`config.mk`:
```
export PLATFORM = sky130hd
export DESIGN_NAME = pcap_dma_sched
export DESIGN_NICKNAME = d
export VERILOG_FILES = /design/src/rtl/pcap_dma_sched.sv
export SDC_FILE = /design/constraint.sdc
export NUM_CORES = 1
export LEC_CHECK = 0
export CORE_ASPECT_RATIO = 1.5
export CORE_MARGIN = 2
export CORE_UTILIZATION = 45
export DETAILED_ROUTE_END_ITERATION = 6
export MAX_ROUTING_LAYER = met4
export RECOVER_POWER = 50
export SYNTH_ARGS = -nofsm -noshare
export SYNTH_HDL_FRONTEND = slang
export SYNTH_SLANG_ARGS = --single-unit
export TNS_END_PERCENT = 20
```
`constraint.sdc`:
```
create_clock -name clk_i -period 4.6 [get_ports clk_i]
set_input_delay 0.69 -clock clk_i [delete_from_list [all_inputs] [get_ports clk_i]]
set_output_delay 0.69 -clock clk_i [all_outputs]
set_load 0.03 [all_outputs]
```
`src/rtl/pcap_dma_sched.sv`:
```
`default_nettype none
// =============================================================================
// pcap_dma_sched : schedules sample-FIFO words into host DDR buffers as bursts
// Optional macro PCAP_DMA_TIMEOUT_EN adds an idle timer for partial bursts.
// Revision: 1.0
// =============================================================================
module pcap_dma_sched #(
  parameter int BURST_LEN = 16,
  parameter int BUF_WORDS = 1024,
  parameter int TBL_DEPTH = 32,
  parameter int FIFO_AW   = 11
) (
  input  logic               clk_i,
  input  logic               resetn_i,
  input  logic               arm_i,
  input  logic               disarm_i,
  input  logic               addr_wr_i,
  input  logic [31:0]        addr_data_i,
  input  logic [FIFO_AW-1:0] fifo_count_i,
  output logic               dma_req_o,
  output logic [31:0]        dma_addr_o,
  output logic [7:0]         dma_len_o,
  input  logic               dma_ack_i,
  input  logic               dma_err_i,
  output logic               armed_o,
  output logic               irq_o,
  output logic [7:0]         irq_status_o,
  output logic [15:0]        smpl_count_o,
  output logic [5:0]         tbl_count_o
);

  localparam int          PW      = (TBL_DEPTH > 1) ? $clog2(TBL_DEPTH) : 1;
  localparam logic [15:0] C_BURST = 16'(BURST_LEN);
  localparam logic [15:0] C_BUF   = 16'(BUF_WORDS);
  localparam logic [5:0]  C_DEPTH = 6'(TBL_DEPTH);

  typedef enum logic [2:0] {
    S_IDLE     = 3'd0,
    S_WAIT     = 3'd1,
    S_REQ      = 3'd2,
    S_FLUSH    = 3'd3,
    S_BUF_DONE = 3'd4,
    S_COMPLETE = 3'd5
  } state_t;

  logic [31:0]   tbl_mem [TBL_DEPTH];
  state_t        state_q, state_d;
  logic [PW-1:0] wr_ptr_q, wr_ptr_d, rd_ptr_q, rd_ptr_d;
  logic [5:0]    tbl_cnt_q, tbl_cnt_d;
  logic [31:0]   cur_addr_q, cur_addr_d;
  logic [15:0]   smpl_q, smpl_d;
  logic          armed_q, armed_d;
  logic          flush_q, flush_d;
  logic          und_q, und_d;
  logic          err_q, err_d;
  logic          ovr_q, ovr_d;
  logic          dma_req_q, dma_req_d;
  logic [31:0]   dma_addr_q, dma_addr_d;
  logic [7:0]    dma_len_q, dma_len_d;
  logic          irq_q, irq_d;
  logic [7:0]    irq_status_q, irq_status_d;
  logic [15:0]   smpl_count_q, smpl_count_d;

  logic          tbl_full, tbl_empty, push, pop, ovr_set;
  logic          issue, tmo_fire;
  logic [15:0]   issue_len, fifo_w, rem_w, blen_w, resid_w, smpl_sum;

  assign fifo_w    = 16'(fifo_count_i);
  assign rem_w     = C_BUF - smpl_q;
  assign blen_w    = (rem_w < C_BURST) ? rem_w : C_BURST;
  assign resid_w   = (fifo_w < blen_w) ? fifo_w : blen_w;
  assign smpl_sum  = smpl_q + 16'(dma_len_q);
  assign tbl_full  = (tbl_cnt_q == C_DEPTH);
  assign tbl_empty = (tbl_cnt_q == 6'd0);
  assign push      = addr_wr_i && !tbl_full;
  assign ovr_set   = addr_wr_i && tbl_full;

`ifdef PCAP_DMA_TIMEOUT_EN
  logic [23:0] idle_cnt_q, idle_cnt_d;
  logic        part_fill;

  always_comb begin
    part_fill  = (fifo_w != 16'd0) && (fifo_w < C_BURST);
    idle_cnt_d = ((state_q == S_WAIT) && part_fill) ? idle_cnt_q + 24'd1 : 24'd0;
    tmo_fire   = (state_q == S_WAIT) && part_fill && (idle_cnt_q == 24'hFF_FFFF);
  end

  always_ff @(posedge clk_i or negedge resetn_i) begin
    if (!resetn_i) idle_cnt_q <= 24'd0;
    else           idle_cnt_q <= idle_cnt_d;
  end
`else
  assign tmo_fire = 1'b0;
`endif

  always_comb begin
    state_d      = state_q;
    cur_addr_d   = cur_addr_q;
    smpl_d       = smpl_q;
    armed_d      = armed_q;
    flush_d      = flush_q || (armed_q && disarm_i);
    und_d        = und_q;
    err_d        = err_q;
    dma_req_d    = dma_req_q;
    dma_addr_d   = dma_addr_q;
    dma_len_d    = dma_len_q;
    irq_d        = 1'b0;
    irq_status_d = irq_status_q;
    smpl_count_d = smpl_count_q;
    pop          = 1'b0;
    issue        = 1'b0;
    issue_len    = resid_w;

    case (state_q)
      S_IDLE: begin
        if (arm_i) begin
          armed_d = 1'b1;
          smpl_d  = 16'd0;
          und_d   = 1'b0;
          err_d   = 1'b0;
          flush_d = disarm_i;
          if (tbl_empty) begin
            und_d   = 1'b1;
            state_d = S_COMPLETE;
          end else begin
            pop        = 1'b1;
            cur_addr_d = tbl_mem[rd_ptr_q];
            state_d    = disarm_i ? S_FLUSH : S_WAIT;
          end
        end
      end
      S_WAIT: begin
        if (dma_err_i) begin
          err_d   = 1'b1;
          state_d = S_COMPLETE;
        end else if (flush_q || disarm_i) begin
          state_d = S_FLUSH;
        end else if (fifo_w >= C_BURST) begin
          issue     = 1'b1;
          issue_len = blen_w;
        end else if (tmo_fire) begin
          issue = 1'b1;
        end
      end
      S_REQ: begin
        // The burst is never withdrawn on disarm; only an AXI error abandons it.
        if (dma_err_i) begin
          err_d     = 1'b1;
          dma_req_d = 1'b0;
          state_d   = S_COMPLETE;
        end else if (dma_ack_i) begin
          dma_req_d = 1'b0;
          smpl_d    = smpl_sum;
          if (smpl_sum == C_BUF)            state_d = S_BUF_DONE;
          else if (flush_q || disarm_i)     state_d = S_FLUSH;
          else                              state_d = S_WAIT;
        end
      end
      S_FLUSH: begin
        if (dma_err_i) begin
          err_d   = 1'b1;
          state_d = S_COMPLETE;
        end else if (resid_w != 16'd0) begin
          issue = 1'b1;
        end else begin
          state_d = S_COMPLETE;
        end
      end
      S_BUF_DONE: begin
        irq_d        = 1'b1;
        irq_status_d = {2'b00, 1'b0, ovr_q, err_q, und_q, 1'b0, 1'b1};
        smpl_count_d = C_BUF;
        smpl_d       = 16'd0;
        if (dma_err_i) begin
          err_d   = 1'b1;
          state_d = S_COMPLETE;
        end else if (tbl_empty) begin
          und_d   = 1'b1;
          state_d = S_COMPLETE;
        end else begin
          pop        = 1'b1;
          cur_addr_d = tbl_mem[rd_ptr_q];
          state_d    = (flush_q || disarm_i) ? S_FLUSH : S_WAIT;
        end
      end
      S_COMPLETE: begin
        // Bit 1 marks an orderly end; underrun/error endings report only their own bit.
        // Bit 5 (external-timeout disarm) has no source inside this block.
        irq_d        = 1'b1;
        irq_status_d = {2'b00, 1'b0, ovr_q, err_q, und_q, !(err_q || und_q), 1'b0};
        smpl_count_d = smpl_q;
        armed_d      = 1'b0;
        flush_d      = 1'b0;
        state_d      = S_IDLE;
      end
      default: state_d = S_IDLE;
    endcase

    if (issue) begin
      state_d    = S_REQ;
      dma_req_d  = 1'b1;
      dma_addr_d = cur_addr_q + {14'd0, smpl_q, 2'b00};
      dma_len_d  = issue_len[7:0];
    end

    ovr_d = ovr_set || (ovr_q && !irq_d);
  end

  always_comb begin
    wr_ptr_d  = push ? wr_ptr_q + PW'(1) : wr_ptr_q;
    rd_ptr_d  = pop  ? rd_ptr_q + PW'(1) : rd_ptr_q;
    tbl_cnt_d = tbl_cnt_q;
    case ({push, pop})
      2'b10:   tbl_cnt_d = tbl_cnt_q + 6'd1;
      2'b01:   tbl_cnt_d = tbl_cnt_q - 6'd1;
      default: tbl_cnt_d = tbl_cnt_q;
    endcase
  end

  always_ff @(posedge clk_i) begin
    if (push) tbl_mem[wr_ptr_q] <= addr_data_i;
  end

  always_ff @(posedge clk_i or negedge resetn_i) begin
    if (!resetn_i) begin
      state_q      <= S_IDLE;
      wr_ptr_q     <= '0;
      rd_ptr_q     <= '0;
      tbl_cnt_q    <= 6'd0;
      cur_addr_q   <= 32'd0;
      smpl_q       <= 16'd0;
      armed_q      <= 1'b0;
      flush_q      <= 1'b0;
      und_q        <= 1'b0;
      err_q        <= 1'b0;
      ovr_q        <= 1'b0;
      dma_req_q    <= 1'b0;
      dma_addr_q   <= 32'd0;
      dma_len_q    <= 8'd0;
      irq_q        <= 1'b0;
      irq_status_q <= 8'd0;
      smpl_count_q <= 16'd0;
    end else begin
      state_q      <= state_d;
      wr_ptr_q     <= wr_ptr_d;
      rd_ptr_q     <= rd_ptr_d;
      tbl_cnt_q    <= tbl_cnt_d;
      cur_addr_q   <= cur_addr_d;
      smpl_q       <= smpl_d;
      armed_q      <= armed_d;
      flush_q      <= flush_d;
      und_q        <= und_d;
      err_q        <= err_d;
      ovr_q        <= ovr_d;
      dma_req_q    <= dma_req_d;
      dma_addr_q   <= dma_addr_d;
      dma_len_q    <= dma_len_d;
      irq_q        <= irq_d;
      irq_status_q <= irq_status_d;
      smpl_count_q <= smpl_count_d;
    end
  end

  assign dma_req_o    = dma_req_q;
  assign dma_addr_o   = dma_addr_q;
  assign dma_len_o    = dma_len_q;
  assign armed_o      = armed_q;
  assign irq_o        = irq_q;
  assign irq_status_o = irq_status_q;
  assign smpl_count_o = smpl_count_q;
  assign tbl_count_o  = tbl_cnt_q;

endmodule
`default_nettype wire

```
Word-level counts from Yosys, hierarchy flattened

Memory sizes are Yosys's and may differ from the RTL's.
Cells that the tools add are included.

Register bits after elaboration: 138
RAM bits: 1,024
Input bits: 50
Logic and storage cells: 139
Memories: 1

$add $sub $neg: 7
$lt $le $gt $ge: 3
Equal/unequal tests: 19
Mux-type cells: 61
Reduce and logical (&&, ||, !) cells: 31

Memories:

| name    | words | width | read ports | clocked after Yosys merged registers in | write ports | line | source |
|---|---|---|---|---|---|---|---|
| tbl_mem | 32    | 32    | 1          | 0                                       | 1           | 46   | `logic [31:0] tbl_mem [TBL_DEPTH];` |

Operator list:

| kind                     | count |
|---|---|
| $mux W32                 | 3 |
| $mux W16                 | 5 |
| $pmux W32 S2             | 1 |
| $pmux W16 S3             | 1 |
| $mux W3                  | 12 |
| $add A32 B18 Y32         | 1 |
| $mux W8                  | 4 |
| $pmux W16 S2             | 1 |
| $mux W1                  | 23 |
| $add A16 B8 Y16          | 1 |
| $eq A16 B11 Y1 const B   | 1 |
| $lt A11 B16 Y1           | 1 |
| $lt A16 B5 Y1 const B    | 1 |
| $pmux W8 S2              | 1 |
| $reduce_bool A16 Y1      | 1 |
| $sub A11 B16 Y16 const A | 1 |
| $pmux W3 S5              | 1 |
| $ne A4 B4 Y1 const B     | 3 |
| $pmux W1 S2              | 6 |
| $pmux W6 S2              | 1 |
| $reduce_and A4 Y1        | 3 |
| $reduce_bool A2 Y1       | 6 |
| $ge A11 B5 Y1 const B    | 1 |
| $add A5 B1 Y5 const B    | 2 |
| 22 further kinds         | 40 |

Longest topological paths before layout

Gate-level depths: netlist (run 1).

Word-level depth: 11
Gate-level depth with buffers: 20
Depth with buffers taken out: 16

Least setup slack after synthesis (run 1)

Ideal clock, no wire load.

Kind: register to register
Start point: register smpl_q[0]
End point: register dma_len_q[4] (netlist: dma_len_o[4])
Setup time: 0.120 ns
Arrival: 3.605 ns
Setup slack: 0.875 ns
Stages on the path, launching flop included: 20
Path buffers: 4
Cell sequence: dfrtp_1 > clkbuf_1 > inv_2 > ha_1 > nor2b_1 > clkbuf_1 > xnor2_1 > a31oi_1 > nand2b_1 > a21oi_1 > nand2_1 > ha_1 > or3_1 > a211oi_1 > o31ai_4 > a21o_4 > buf_6 > buf_8 > nand2_2 > o21ai_2

Cells in the longest elaborated chain, start to end: 9
Elaborated cells between the ends (all ways): 13
Classes of those cells: 1 x add/sub; 2 x order compare; 9 x mux; 1 x reduce/logical

Ends and longest elaborated chain:

| item                                           | line     | source |
|---|---|---|
| start: declaration                             | 51       | `logic [15:0] smpl_q, smpl_d;` |
| start signal: assignment                       | 249      | `smpl_q <= smpl_d;` |
| $sub A11 B16 Y16 (*)                           | 69       | `assign rem_w = C_BUF - smpl_q;` |
| $lt A16 B5 Y1                                  | 70       | `assign blen_w = (rem_w < C_BURST) ? rem_w : C_BURST;` |
| $mux W16 (*)                                   | 70       |  |
| $lt A11 B16 Y1                                 | 71       | `assign resid_w = (fifo_w < blen_w) ? fifo_w : blen_w;` |
| $mux W16                                       | 71       |  |
| $reduce_bool A16 Y1 or $mux W8 (tied branches) | 163, 138 |  |
| $mux W1 or $mux W8 (tied branches)             | 163, 136 |  |
| $mux W1 or $mux W8 (tied branches)             | 160, 133 |  |
| $pmux W1 S2 or $mux W8 (tied branches)         | 114      | `case (state_q)` |
| end signal: assignment                         | 257      | `dma_len_q <= dma_len_d;` |
| end: declaration                               | 59       | `logic [7:0] dma_len_q, dma_len_d;` |

Every way passes the cells marked *; elsewhere a longest branch is shown, timed or not.
A chain may end at the register's enable or synchronous reset.

Worst setup path in the final report (run 1)

Start point: register smpl_q[0]
End point: register dma_len_q[3] (netlist: dma_len_o[3])

The elaborated chain is that of the path after synthesis.

==> summary.txt, run 1 <==
Global routing
  • GRT Residual Overflow: 0
  • Largest net degree at the start of global routing: 98
  • Global-route wire length before repair: ~170000 um
  • Initial antenna violation count: 10
  • Vias in the first global route: about 25k
  • Overall global routing resource usage: about a quarter

Final layout
  • Area Overhead vs Synth: 15.5%
  • Share of layout cells above drive strength 1: about a quarter
  • Area of the multi-input gates: ~12000 sq um
  • Seq. cell area: roughly 34000 sq um
  • Util after Layout: a little over half
  • Fin nets: 2686
  • # fillers: about 8k

Synthesis
  • Post-synth EDFFs: between 1k and 1.5k
  • Mapped Avg Cell Area: 19.5 sq um
  • Sequential cell area fraction in the yosys report: roughly 73%
  • Synth area leaders: edfxtp_1, mux4_2, dfrtp_1
  • Cell taking the most area after synthesis: edfxtp_1
  • Yosys cell types: slightly above 80
  • Dominant cell by count in the synthesized netlist: edfxtp_1
  • Top-area cell type share of the netlist area: between 60 and 70%
  • Most used DFF post-synth: edfxtp_1
  • Syn Std Cell Area: roughly 47000 sq um
  • #FFs+latches synth: between 1k and 1.5k
  • Post-Synthesis Cells: between 2k and 2.5k
  • Post-synth top cells: edfxtp_1, mux4_2, nand2_1, dfrtp_1, nor2_1
  • Synth async-reset ratio: about an eighth
  • Synth Warn #: 0

Critical path
  • R2R Path End: dma_len_o[3]
  • Crit Reg-Reg Startpoint: smpl_q[0]
  • Crit Path Max Fanout: 20
  • CP Class: reg -> reg
  • R2R cell count: 17
  • Critical Path End Type: flop
  • Worst EP required: between 5 and 6 ns
  • Worst EP arrival: approximately 4.7 ns
  • Register-to-Register Setup Slack: 0.46 ns
  • Crit path launch type: flop

STA
  • Final setup fails: 0
  • Slew Limit Fails: 39
  • Final period util: 90.0%
  • Setup TNS Final: 0 ns
  • RSZ-0062 raised after global routing: false
  • Worst Tran Pin Value: 2.22 ns
  • Final min period: 4.14 ns
  • Fin. Hold Viols: 0
  • Rel. slew slack: -48.2%
  • Clock skew: a little under 0.05 ns
  • Fmax: around 0.24 GHz

Pwr
  • Total power: between 30 and 40 mW
  • Pwr per Cell Area: about 600 nW/um^2
  • Peak supply drop: about 370 uV
  • LEAKAGE: 17.5 nW

Drt
  • Post-route DRC: 0
  • DR iter-0 viols: 2118
  • Post-Route WL: approximately 120000 um
  • Routed vias/inst: 5.84
  • DR pass1 iterations: 5
  • Number of routed nets with antenna violations: 0
  • Vias: around 24k
  • WL per Instance: about 29 um

Clocking
  • Reg clk slew, reported paths: ~0.060 ns
  • Max clock buf depth: 3
  • Num Clock Sinks: ~1.2k
  • Clk_lat worst skew: just over 0.7 ns
  • Number of buffers created by CTS: roughly 110
  • CTS tree: built
  • H-tree depth: 3
  • Root Buffer: clkbuf_16

Place
  • IO buf count: 119
  • Post-DP HPWL: about 73000 um
  • Routability Congestion: a little over 0.9

Hold path
  • Hold wc startpoint: dma_addr_o[0]
  • WHS Path Cells: 2
  • HP Class: reg -> reg
  • Hold EP: dma_addr_o[0]

Die
  • I/O pins: between 100 and 150
  • Die extent in y: about 400 um
  • Die Wd: between 200 and 300 um
  • Core box area: ~100000 sq um
  • Cell Rows: roughly 140
  • Initial Utilization: between 40% and 50%
  • Total die area: between 100000 and 150000 sq um

Run
  • Max Cap Viol: 1

Run status
  • Violated checks: max-capacitance violations, max-slew violations
  • Status: finished with violations
-- flip-flops by register name (all words and copies together), names as in the netlist, 3 cells and up --
register,count
smpl_count_o,16
dma_len_o,8
tbl_mem,1024
dma_addr_o,32
rd_ptr_q,5
tbl_count_o,6
state_q,3
irq_status_o,5
wr_ptr_q,5
smpl_q,16
cur_addr_q,32
-- through the flow --
step	setup slack [ns]	hold slack, ns	cells	area, sq um
2_1_floorplan	0.875	0.394	2406	46800
3_3_place_gp	0.446	0.461	3866	50500
3_5_place_dp	0.420	0.459	3866	50500
4_1_cts	0.396	0.430	4058	54000
5_1_grt	0.130	0.501	4063	54000
6_report	0.459	0.471	4063	54000
-- report_power, final --
group	switching [mW]	internal, mW	leakage (nW)
sequential	0.919	12.5	10.9
clock	3.88	5.10	1.71
combinational	5.42	4.57	4.85
-- kinds of logic after synthesis --
kind of cell / Yosys count / synth area share (%)
flops: 1159 / 73.0
simple gates: 370 / 3.65
mux: 359 / 16.3
compound gates: 262 / 3.64
buf+inv: 159 / 1.39
fa+ha+maj: 48 / 1.33
xor+xnor: 40 / 0.749
other cells: 2 / 0.0161
-- critical path: stages, from the launching register on --
cell and delay (ns):
dfrtp_1 0.44, inv_2 0.09, ha_1 0.21, nor2b_1 0.52, xnor2_1 0.18, a31oi_1 0.12, nand2b_1 0.15, a21oi_1 0.12
buf_4 0.17, nand2_1 0.06, ha_1 0.23, or3_1 0.47, a211oi_1 0.44, o31ai_4 0.12, a21oi_4 0.22, buf_4 0.29
nor2_1 0.07, a31oi_1 0.15
-- placed cells by master, fill, tap and decap left out, drive strengths merged, types with 8 or more instances in the layout --
master	synthesis	layout
xor2	17	17
nand2	156	156
nand3	21	21
bufinv	0	14
o21bai	8	8
nand4	13	13
a21oi	41	41
clkinv	0	39
conb	2	9
buf	39	79
a211oi	11	11
nor3	14	14
dlygate4sd3	0	34
ha	45	45
or3	15	15
edfxtp	1024	1024
nor2	100	100
a31oi	15	15
mux4	320	320
a21o	11	11
o21ai	112	112
xnor2	23	23
dfrtp	135	135
clkbuf	88	132
o31ai	8	8
inv	32	35
mux2i	36	36
o211ai	9	9
clkdlybuf4s50	0	85
a22o	10	10
-- per-layer routing --
layer	wire, um	up-vias	part of all wire, %	GRT usage [%]
li1	-	10200	-	-
met1	45200	12700	38	28.1
met2	63100	732	53	40.4
met3	5410	192	4.6	2.71
met4	4420	0	3.7	8.97
met5	0	-	0	-
-- cell type report --
type / count / share of cell area [%]
antenna: 5 / 0.0232
tap: 1387 / 3.21
clock inverter: 62 / 1.39
inverter: 32 / 0.222
timing repair buffer: 201 / 4.09
sequential: 1159 / 63.2
multi-input combinational: 1088 / 22.7
clock buffer: 129 / 5.15
-- worst max-delay path by stage --
stage,start,end,cells after the start
2_1_floorplan,smpl_q[0],dma_len_o[4],19
3_3_place_gp,smpl_q[0],state_q[2],17
3_5_place_dp,smpl_q[0],state_q[2],17
4_1_cts,smpl_q[0],dma_len_o[3],17
5_1_grt,smpl_q[0],dma_len_o[3],17
6_report,smpl_q[0],dma_len_o[3],17
-- repair_timing --
action	in CTS	in global routing
endpoints found under the hold margin	38	0
resized for setup	0	0
buffers inserted	0	0
hold buffers	1	0
Power figures use the tool's default switching activity.
==> run 2: changes to the inputs <==
MAX_ROUTING_LAYER = default   (was met4)
==> run 2 against run 1 <==
The run still ends with max-capacitance violations, max-slew violations left. Final cell count fell by 0.22%. Sequential cell count unchanged. Die area unchanged. Clock-buffer cell count fell by 3. Critical path depth is 1 lower. Non-clock buffer count decreased by 15. Maximum frequency decreased by 1.4%. First-iteration DRC count is 4.5% higher. Largest cell class unchanged.
==> summary.txt, run 2 (same netlist as run 1, synthesis figures left out) <==
Run status
  • Status: finished with violations (unchanged)
  • Violated checks: max-capacitance violations, max-slew violations (unchanged)

Critical path
  • CP max stage cell: nor4_2 (was nor2b_1)
  • Worst EP arrival: 4.81 ns (was 4.74 ns)
  • Worst EP required: 5.21 ns (was 5.20 ns)
  • Cell family with most CP delay: simple AND/OR/NAND/NOR gates (unchanged)
  • Crit path launch type: flop (unchanged)
  • CP peak stage delay: 0.61 ns (was 0.52 ns)
  • Crit Path Max Fanout: 20 (unchanged)
  • Crit-path cells: buf_4, nor4_2, nand2_1, mux2_1, nand4_1, a21oi_1, buf_4, nand2_1, ha_1, or3_1, a211oi_1, o31ai_4, a21oi_4, buf_4, nor2_1, o31a_1 (was inv_2, ha_1, nor2b_1, xnor2_1, a31oi_1, nand2b_1, a21oi_1, buf_4, nand2_1, ha_1, or3_1, a211oi_1, o31ai_4, a21oi_4, buf_4, nor2_1, a31oi_1)
  • Crit path from: smpl_q[0] (unchanged)
  • Critical Path End Type: flop (unchanged)
  • Most common cell on crit path: buf_4
  • Critical path buffer and inverter count: 3 (unchanged)
  • Crit Reg-Reg Startpoint: smpl_q[0] (unchanged)
  • CP Class: reg -> reg (unchanged)

STA
  • Clock skew: 0.0611 ns (was 0.0487 ns)
  • Slew Limit Fails: 97 (was 39)
  • Min Hold Slack: 0.476 ns (was 0.471 ns)
  • Final setup fails: 0 (unchanged)
  • PnR worst setup slack: 0.401 ns (was 0.459 ns)
  • Fin. Hold Viols: 0 (unchanged)
  • Setup TNS Final: 0 ns (unchanged)
  • Worst Tran Pin Value: 2.59 ns (was 2.22 ns)
  • Fmax: 0.238 GHz (was 0.241 GHz)
  • RSZ-0062 raised after global routing: false (unchanged)
  • Rel. slew slack: -72.8% (was -48.2%)
  • Final period util: 91.3% (was 90.0%)
  • Final min period: 4.20 ns (was 4.14 ns)

Clocking
  • Post-CTS sizing: 0 (unchanged)
  • Hold Buf Count CTS: 0 (was 1)
  • Num Clock Sinks: 1159 (unchanged)
  • H-tree depth: 3 (unchanged)
  • Post-CTS Setup Bufs: 0 (unchanged)
  • Root Buffer: clkbuf_16 (unchanged)
  • Number of buffers created by CTS: 106 (unchanged)
  • Max clock buf depth: 3 (unchanged)
  • CTS tree: built (unchanged)
  • Reg clk slew, reported paths: 0.07 ns (was 0.06 ns)
  • Clk_lat worst skew: 0.72 ns (was 0.71 ns)

Drt
  • Number of routed nets with antenna violations: 0 (unchanged)
  • DR pass1 iterations: 6 (was 5)
  • Routed vias/inst: 5.86 (was 5.84)
  • Vias: 23.8k (was 23.7k)
  • Post-route DRC: 0 (unchanged)
  • DR iter-0 viols: 2214 (was 2118)
  • WL per Instance: 28.9 um (was 29.1 um)
  • Post-Route WL: 117000 um (was 118000 um)

Hold path
  • Hold wc startpoint: ovr_q (was dma_addr_o[0])
  • HP Class: reg -> reg (unchanged)

Die
  • I/O pins: 123 (unchanged)
  • Initial Utilization: 45.5% (unchanged)
  • Die Wd: 267 um (unchanged)
  • Total die area: 107000 sq um (unchanged)
  • Die extent in y: 399 um (unchanged)
  • Core box area: 103000 sq um (unchanged)
  • Cell Rows: 144 (unchanged)

Global routing
  • Overall global routing resource usage: 22.5% (was 23.3%)
  • Global-route wire length before repair: 170000 um (was 172000 um)
  • Largest net degree at the start of global routing: 97 (was 98)
  • Vias in the first global route: 24.7k (was 24.8k)
  • GRT Residual Overflow: 0 (unchanged)
  • Initial antenna violation count: 4 (was 10)

Place
  • Placement Setup Slack: 0.446 ns (was 0.420 ns)
  • Routability Congestion: 0.885 (was 0.920)
  • Post-DP HPWL: 70400 um (was 72800 um)
  • IO buf count: 119 (unchanged)

Final layout
  • # fillers: 8040 (was 8000)
  • Area Overhead vs Synth: 15.4% (was 15.5%)
  • Fin nets: 2671 (was 2686)
  • Most frequent cells in the layout: edfxtp_1, mux4_2, nand2_1, dfrtp_1, clkbuf_16 (unchanged)
  • Share of layout cells above drive strength 1: 23.4% (about the same)
  • Max reg flops: 1024 (unchanged)
  • Commonest non-fill, non-tap cell in the layout: edfxtp_1 (unchanged)
  • Largest register by flop count: tbl_mem (unchanged)

Run
  • Max Cap Viol: 1 (unchanged)

Pwr
  • Logic pwr share: 30.9% (about the same)
  • Pwr per Cell Area: 599 nW/um^2 (about the same)
  • Switch share: 31.7% (was 31.6%)
  • Switch Pwr: 10.3 mW (was 10.2 mW)
  • Peak supply drop: 359 uV (was 368 uV)
  • Internal power: 22.1 mW (was 22.2 mW)
  • Clk pwr share: 27.9% (was 27.7%)
  • LEAKAGE: 17.5 nW (about the same)
  • Flop pwr share: 41.2% (was 41.4%)
[run 2: changes by cell type in the layout (fill, tap and decap cells not counted), sizes merged]
| cell | delta |
|---|---|
| dlygate4sd3 | -1 |
| buf | -15 |
| clkbuf | -2 |
| inv | +1 |
| diode | -3 |
| clkinvlp | +1 |
| clkinv | +10 |
[run 2: power groups by stage]
| stage | logic (mW) | clock network, mW | registers [mW] |
|---|---|---|---|
| after floorplan | 6.47 | 0 | 13.6 |
| after global routing | 10.7 | 9.59 | 13.5 |
| after global placement | 10.1 | 0 | 13.5 |
| after detailed placement | 10.2 | 0 | 13.6 |
| after CTS | 10.2 | 9.23 | 13.4 |
| final | 9.99 | 9.04 | 13.3 |
[run 2: cell type report]
class,count,area [sq um],share of cell area [%]
clock inverters,74,855,1.58
diodes,2,5.00,0.00927
clock buffers,126,2740,5.07
inverters,32,120,0.222
multi-input cells,1088,12300,22.7
flip-flops and latches,1159,34100,63.2
repair buffers,186,2130,3.94
well taps,1387,1740,3.21
[run 2: per-layer routing]
layer | share of wire (%) | up-vias | track usage (%)
met3 | 4.7 | 194 | 2.80
met1 | 38 | 12700 | 27.5
li1 | - | 10100 | -
met5 | 0.038 | - | 0
met2 | 54 | 722 | 40.5
met4 | 3.5 | 6 | 8.85
[run 2: tightest hold or removal path, cell delays in order (launching register included)]
cell and delay [ns]:
dfrtp_1 0.34, nand2_1 0.05, nand2_1 0.05
[run 2: path summary, 6_finish.rpt]
check / endpoint / slack [ns] / cells past startpoint
worst max-delay path: state_q[2] / 0.40 / 16
worst min-delay path: irq_status_o[4] / 0.48 / 2
max in group asynchronous: rd_ptr_q[0] / 1.62 / 2
worst max register to register: state_q[2] / 0.40 / 16
worst min register to register: irq_status_o[4] / 0.48 / 2
min in group asynchronous: smpl_count_o[7] / 0.78 / 1
[run 2: through the flow]
| stage | cells | area (sq um) | util (%) | power [mW] |
|---|---|---|---|---|
| after floorplan | 2406 | 46800 | - | 20.0 |
| after global placement | 3852 | 50400 | 49.0 | 23.6 |
| after detailed placement | 3852 | 50400 | 49.0 | 23.8 |
| after CTS | 4052 | 54000 | 52.5 | 32.8 |
| after global routing | 4052 | 54000 | 52.5 | 33.8 |
| final | 4054 | 54000 | 52.5 | 32.4 |
==> run 3: changes to the inputs <==
CORE_MARGIN = 3   (was 2)
==> run 3 against run 2 <==
The flow still finishes with violations (max-capacitance violations, max-slew violations). Sequential cell count is the same. Routed wire length down 0.28%. Design area up 0.16%. Non-clock buffer count is 16 higher. First-iteration DRC count grew 0.23%. Clock-buffer cell count is 5 higher. Critical path depth rose by 2. Die area rose by 1.3%. Utilization up 0.082 points. Worst setup slack better by 0.023 ns. Via count increased by 1.0%. Critical path type unchanged. Largest power group unchanged.
==> summary.txt, run 3 (same netlist as run 1, synthesis figures left out) <==
Run status
  • Status: finished with violations (unchanged)
  • Violated checks: max-capacitance violations, max-slew violations (unchanged)

Die
  • I/O pins: 123 (unchanged)
  • Initial Utilization: 45.5% (unchanged)
  • Die extent in y: 401 um (was 399 um)
  • Core box area: 103000 sq um (unchanged)
  • Cell Rows: 144 (unchanged)
  • Total die area: 108000 sq um (was 107000 sq um)
  • Die Wd: 269 um (was 267 um)

Run
  • Max Cap Viol: 1 (unchanged)

Pwr
  • Pwr per Cell Area: 598 nW/um^2 (was 599 nW/um^2)
  • LEAKAGE: 17.5 nW (about the same)
  • Switch Pwr: 10.3 mW (about the same)
  • Clk pwr share: 27.5% (was 27.9%)
  • Peak supply drop: 407 uV (was 359 uV)
  • Logic pwr share: 31.2% (was 30.9%)
  • Switch share: 31.8% (was 31.7%)
  • Total power: 32.3 mW (was 32.4 mW)
  • Internal power: 22.0 mW (was 22.1 mW)
  • Flop pwr share: 41.4% (was 41.2%)

Critical path
  • Worst EP required: 5.22 ns (was 5.21 ns)
  • Crit path launch type: flop (unchanged)
  • Crit Path Max Fanout: 27 (was 20)
  • Critical Path End Type: flop (unchanged)
  • Worst EP arrival: 4.79 ns (was 4.81 ns)
  • CP Class: reg -> reg (unchanged)

Drt
  • Number of routed nets with antenna violations: 0 (unchanged)
  • Post-route DRC: 0 (unchanged)
  • DR iter-0 viols: 2219 (was 2214)
  • DR pass1 iterations: 5 (was 6)
  • Routed vias/inst: 5.89 (was 5.86)
  • WL per Instance: 28.7 um (was 28.9 um)
  • Post-Route WL: 117000 um (about the same)
  • Vias: 24.0k (was 23.8k)

Final layout
  • Area Overhead vs Synth: 15.6% (was 15.4%)
  • Area of the multi-input gates: 12300 sq um (about the same)
  • Most frequent cells in the layout: edfxtp_1, mux4_2, nand2_1, dfrtp_1, clkbuf_16 (unchanged)
  • Max reg flops: 1024 (unchanged)
  • Seq. cell area: 34100 sq um (unchanged)
  • Largest register by flop count: tbl_mem (unchanged)
  • Commonest non-fill, non-tap cell in the layout: edfxtp_1 (unchanged)
  • Fin nets: 2689 (was 2671)
  • Share of layout cells above drive strength 1: 23.3% (was 23.4%)
  • # fillers: 8009 (was 8040)

Global routing
  • GRT Residual Overflow: 0 (unchanged)
  • Global-route wire length before repair: 171000 um (was 170000 um)
  • Largest net degree at the start of global routing: 99 (was 97)
  • Initial antenna violation count: 7 (was 4)
  • Overall global routing resource usage: 21.7% (was 22.5%)
  • Vias in the first global route: 24.8k (was 24.7k)

Clocking
  • Number of buffers created by CTS: 108 (was 106)
  • CTS tree: built (unchanged)
  • Post-CTS Setup Bufs: 0 (unchanged)
  • Clk_lat worst skew: 0.70 ns (was 0.72 ns)
  • Root Buffer: clkbuf_16 (unchanged)
  • Num Clock Sinks: 1159 (unchanged)
  • Max clock buf depth: 3 (unchanged)
  • Reg clk slew, reported paths: 0.07 ns (about the same)
  • H-tree depth: 3 (unchanged)

STA
  • Worst Tran Pin Value: 2.62 ns (was 2.59 ns)
  • Clock skew: 0.0182 ns (was 0.0611 ns)
  • Final setup fails: 0 (unchanged)
  • RSZ-0062 raised after global routing: false (unchanged)
  • Fmax: 0.239 GHz (was 0.238 GHz)
  • Setup TNS Final: 0 ns (unchanged)
  • Final period util: 90.8% (was 91.3%)
  • Slew Limit Fails: 99 (was 97)
  • Fin. Hold Viols: 0 (unchanged)
  • Final min period: 4.18 ns (was 4.20 ns)
  • Rel. slew slack: -74.4% (was -72.8%)

Hold path
  • HP Class: reg -> reg (unchanged)

Place
  • Post-DP HPWL: 71300 um (was 70400 um)
  • Routability Congestion: 0.902 (was 0.885)
  • IO buf count: 119 (unchanged)
-- run 3: cell count changes in the layout (fill, tap and decap cells not counted), sizes merged --
cell,previous run,this run
clkinvlp,7,6
buf,64,79
bufinv,14,10
inv,36,37
clkinv,49,52
clkbuf,130,136
-- run 3: cell type report --
class	instances	area share (%)
Sequential cell	1159	63.1
Multi-Input combinational cell	1088	22.7
Clock buffer	131	5.20
Timing Repair Buffer	202	4.22
Tap cell	1387	3.21
Clock inverter	73	1.31
Inverter	32	0.222
Antenna cell	2	0.00926
-- run 3: path summary, 6_finish.rpt --
path	start	to	slack, ns	cells after the start
min	dma_addr_o[0]	dma_addr_o[0]	0.47	2
min in group asynchronous	resetn_i	irq_status_o[3]	0.78	1
min reg2reg	dma_addr_o[0]	dma_addr_o[0]	0.47	2
max	smpl_q[1]	dma_addr_o[21]	0.42	18
max reg2reg	smpl_q[1]	dma_addr_o[21]	0.42	18
max in group asynchronous	resetn_i	cur_addr_q[13]	1.70	2
-- run 3: power by group through the flow --
| stage | Sequential [mW] | Clock (mW) | Combinational, mW |
|---|---|---|---|
| finish | 13.4 | 8.88 | 10.1 |
| global route | 13.5 | 9.48 | 10.8 |
| CTS | 13.4 | 9.09 | 10.3 |
| detailed placement | 13.6 | 0 | 10.2 |
| global placement | 13.5 | 0 | 10.1 |
| floorplan | 13.6 | 0 | 6.47 |
-- run 3: timing repair --
| item | in CTS | in global routing |
|---|---|---|
| hold buffers | 0 | 0 |
| resized for setup | 0 | 1 |
| endpoints found under the setup margin | 0 | 10 |
-- run 3: critical path, stage by stage (launching register included) --
cell     delay [ns]
dfrtp_1        0.53
inv_1          0.14
ha_1           0.26
nor2b_1        0.17
buf_4          0.16
nor2_1         0.09
mux2_1         0.13
nand4_1        0.11
a21oi_2        0.31
nand2_1        0.10
ha_1           0.32
a21oi_1        0.14
nand3_1        0.16
or4_4          0.53
o31ai_4        0.10
a21o_4         0.42
buf_4          0.27
nand2_1        0.07
o21ai_1        0.08
-- run 3: per-layer routing --
metal | part of all wire, % | track usage [%] | up-vias
li1 | - | - | 10200
met1 | 39 | 28.0 | 12800
met2 | 52 | 38.1 | 779
met3 | 5.1 | 2.70 | 178
met4 | 3.3 | 7.87 | 4
met5 | 0.023 | 0 | -
-- run 3: metrics by stage --
stage / instance area [sq um] / setup slack, ns / cells / hold slack [ns] / util, %
3_5_place_dp: 50600 / 0.280 / 3868 / 0.465 / 49.2
6_report: 54100 / 0.424 / 4074 / 0.472 / 52.6
4_1_cts: 54100 / 0.271 / 4072 / 0.100 / 52.6
3_3_place_gp: 50600 / 0.391 / 3868 / 0.460 / 49.2
5_1_grt: 54100 / 0.0765 / 4073 / 0.502 / 52.6
2_1_floorplan: 46800 / 0.875 / 2406 / 0.394 / -
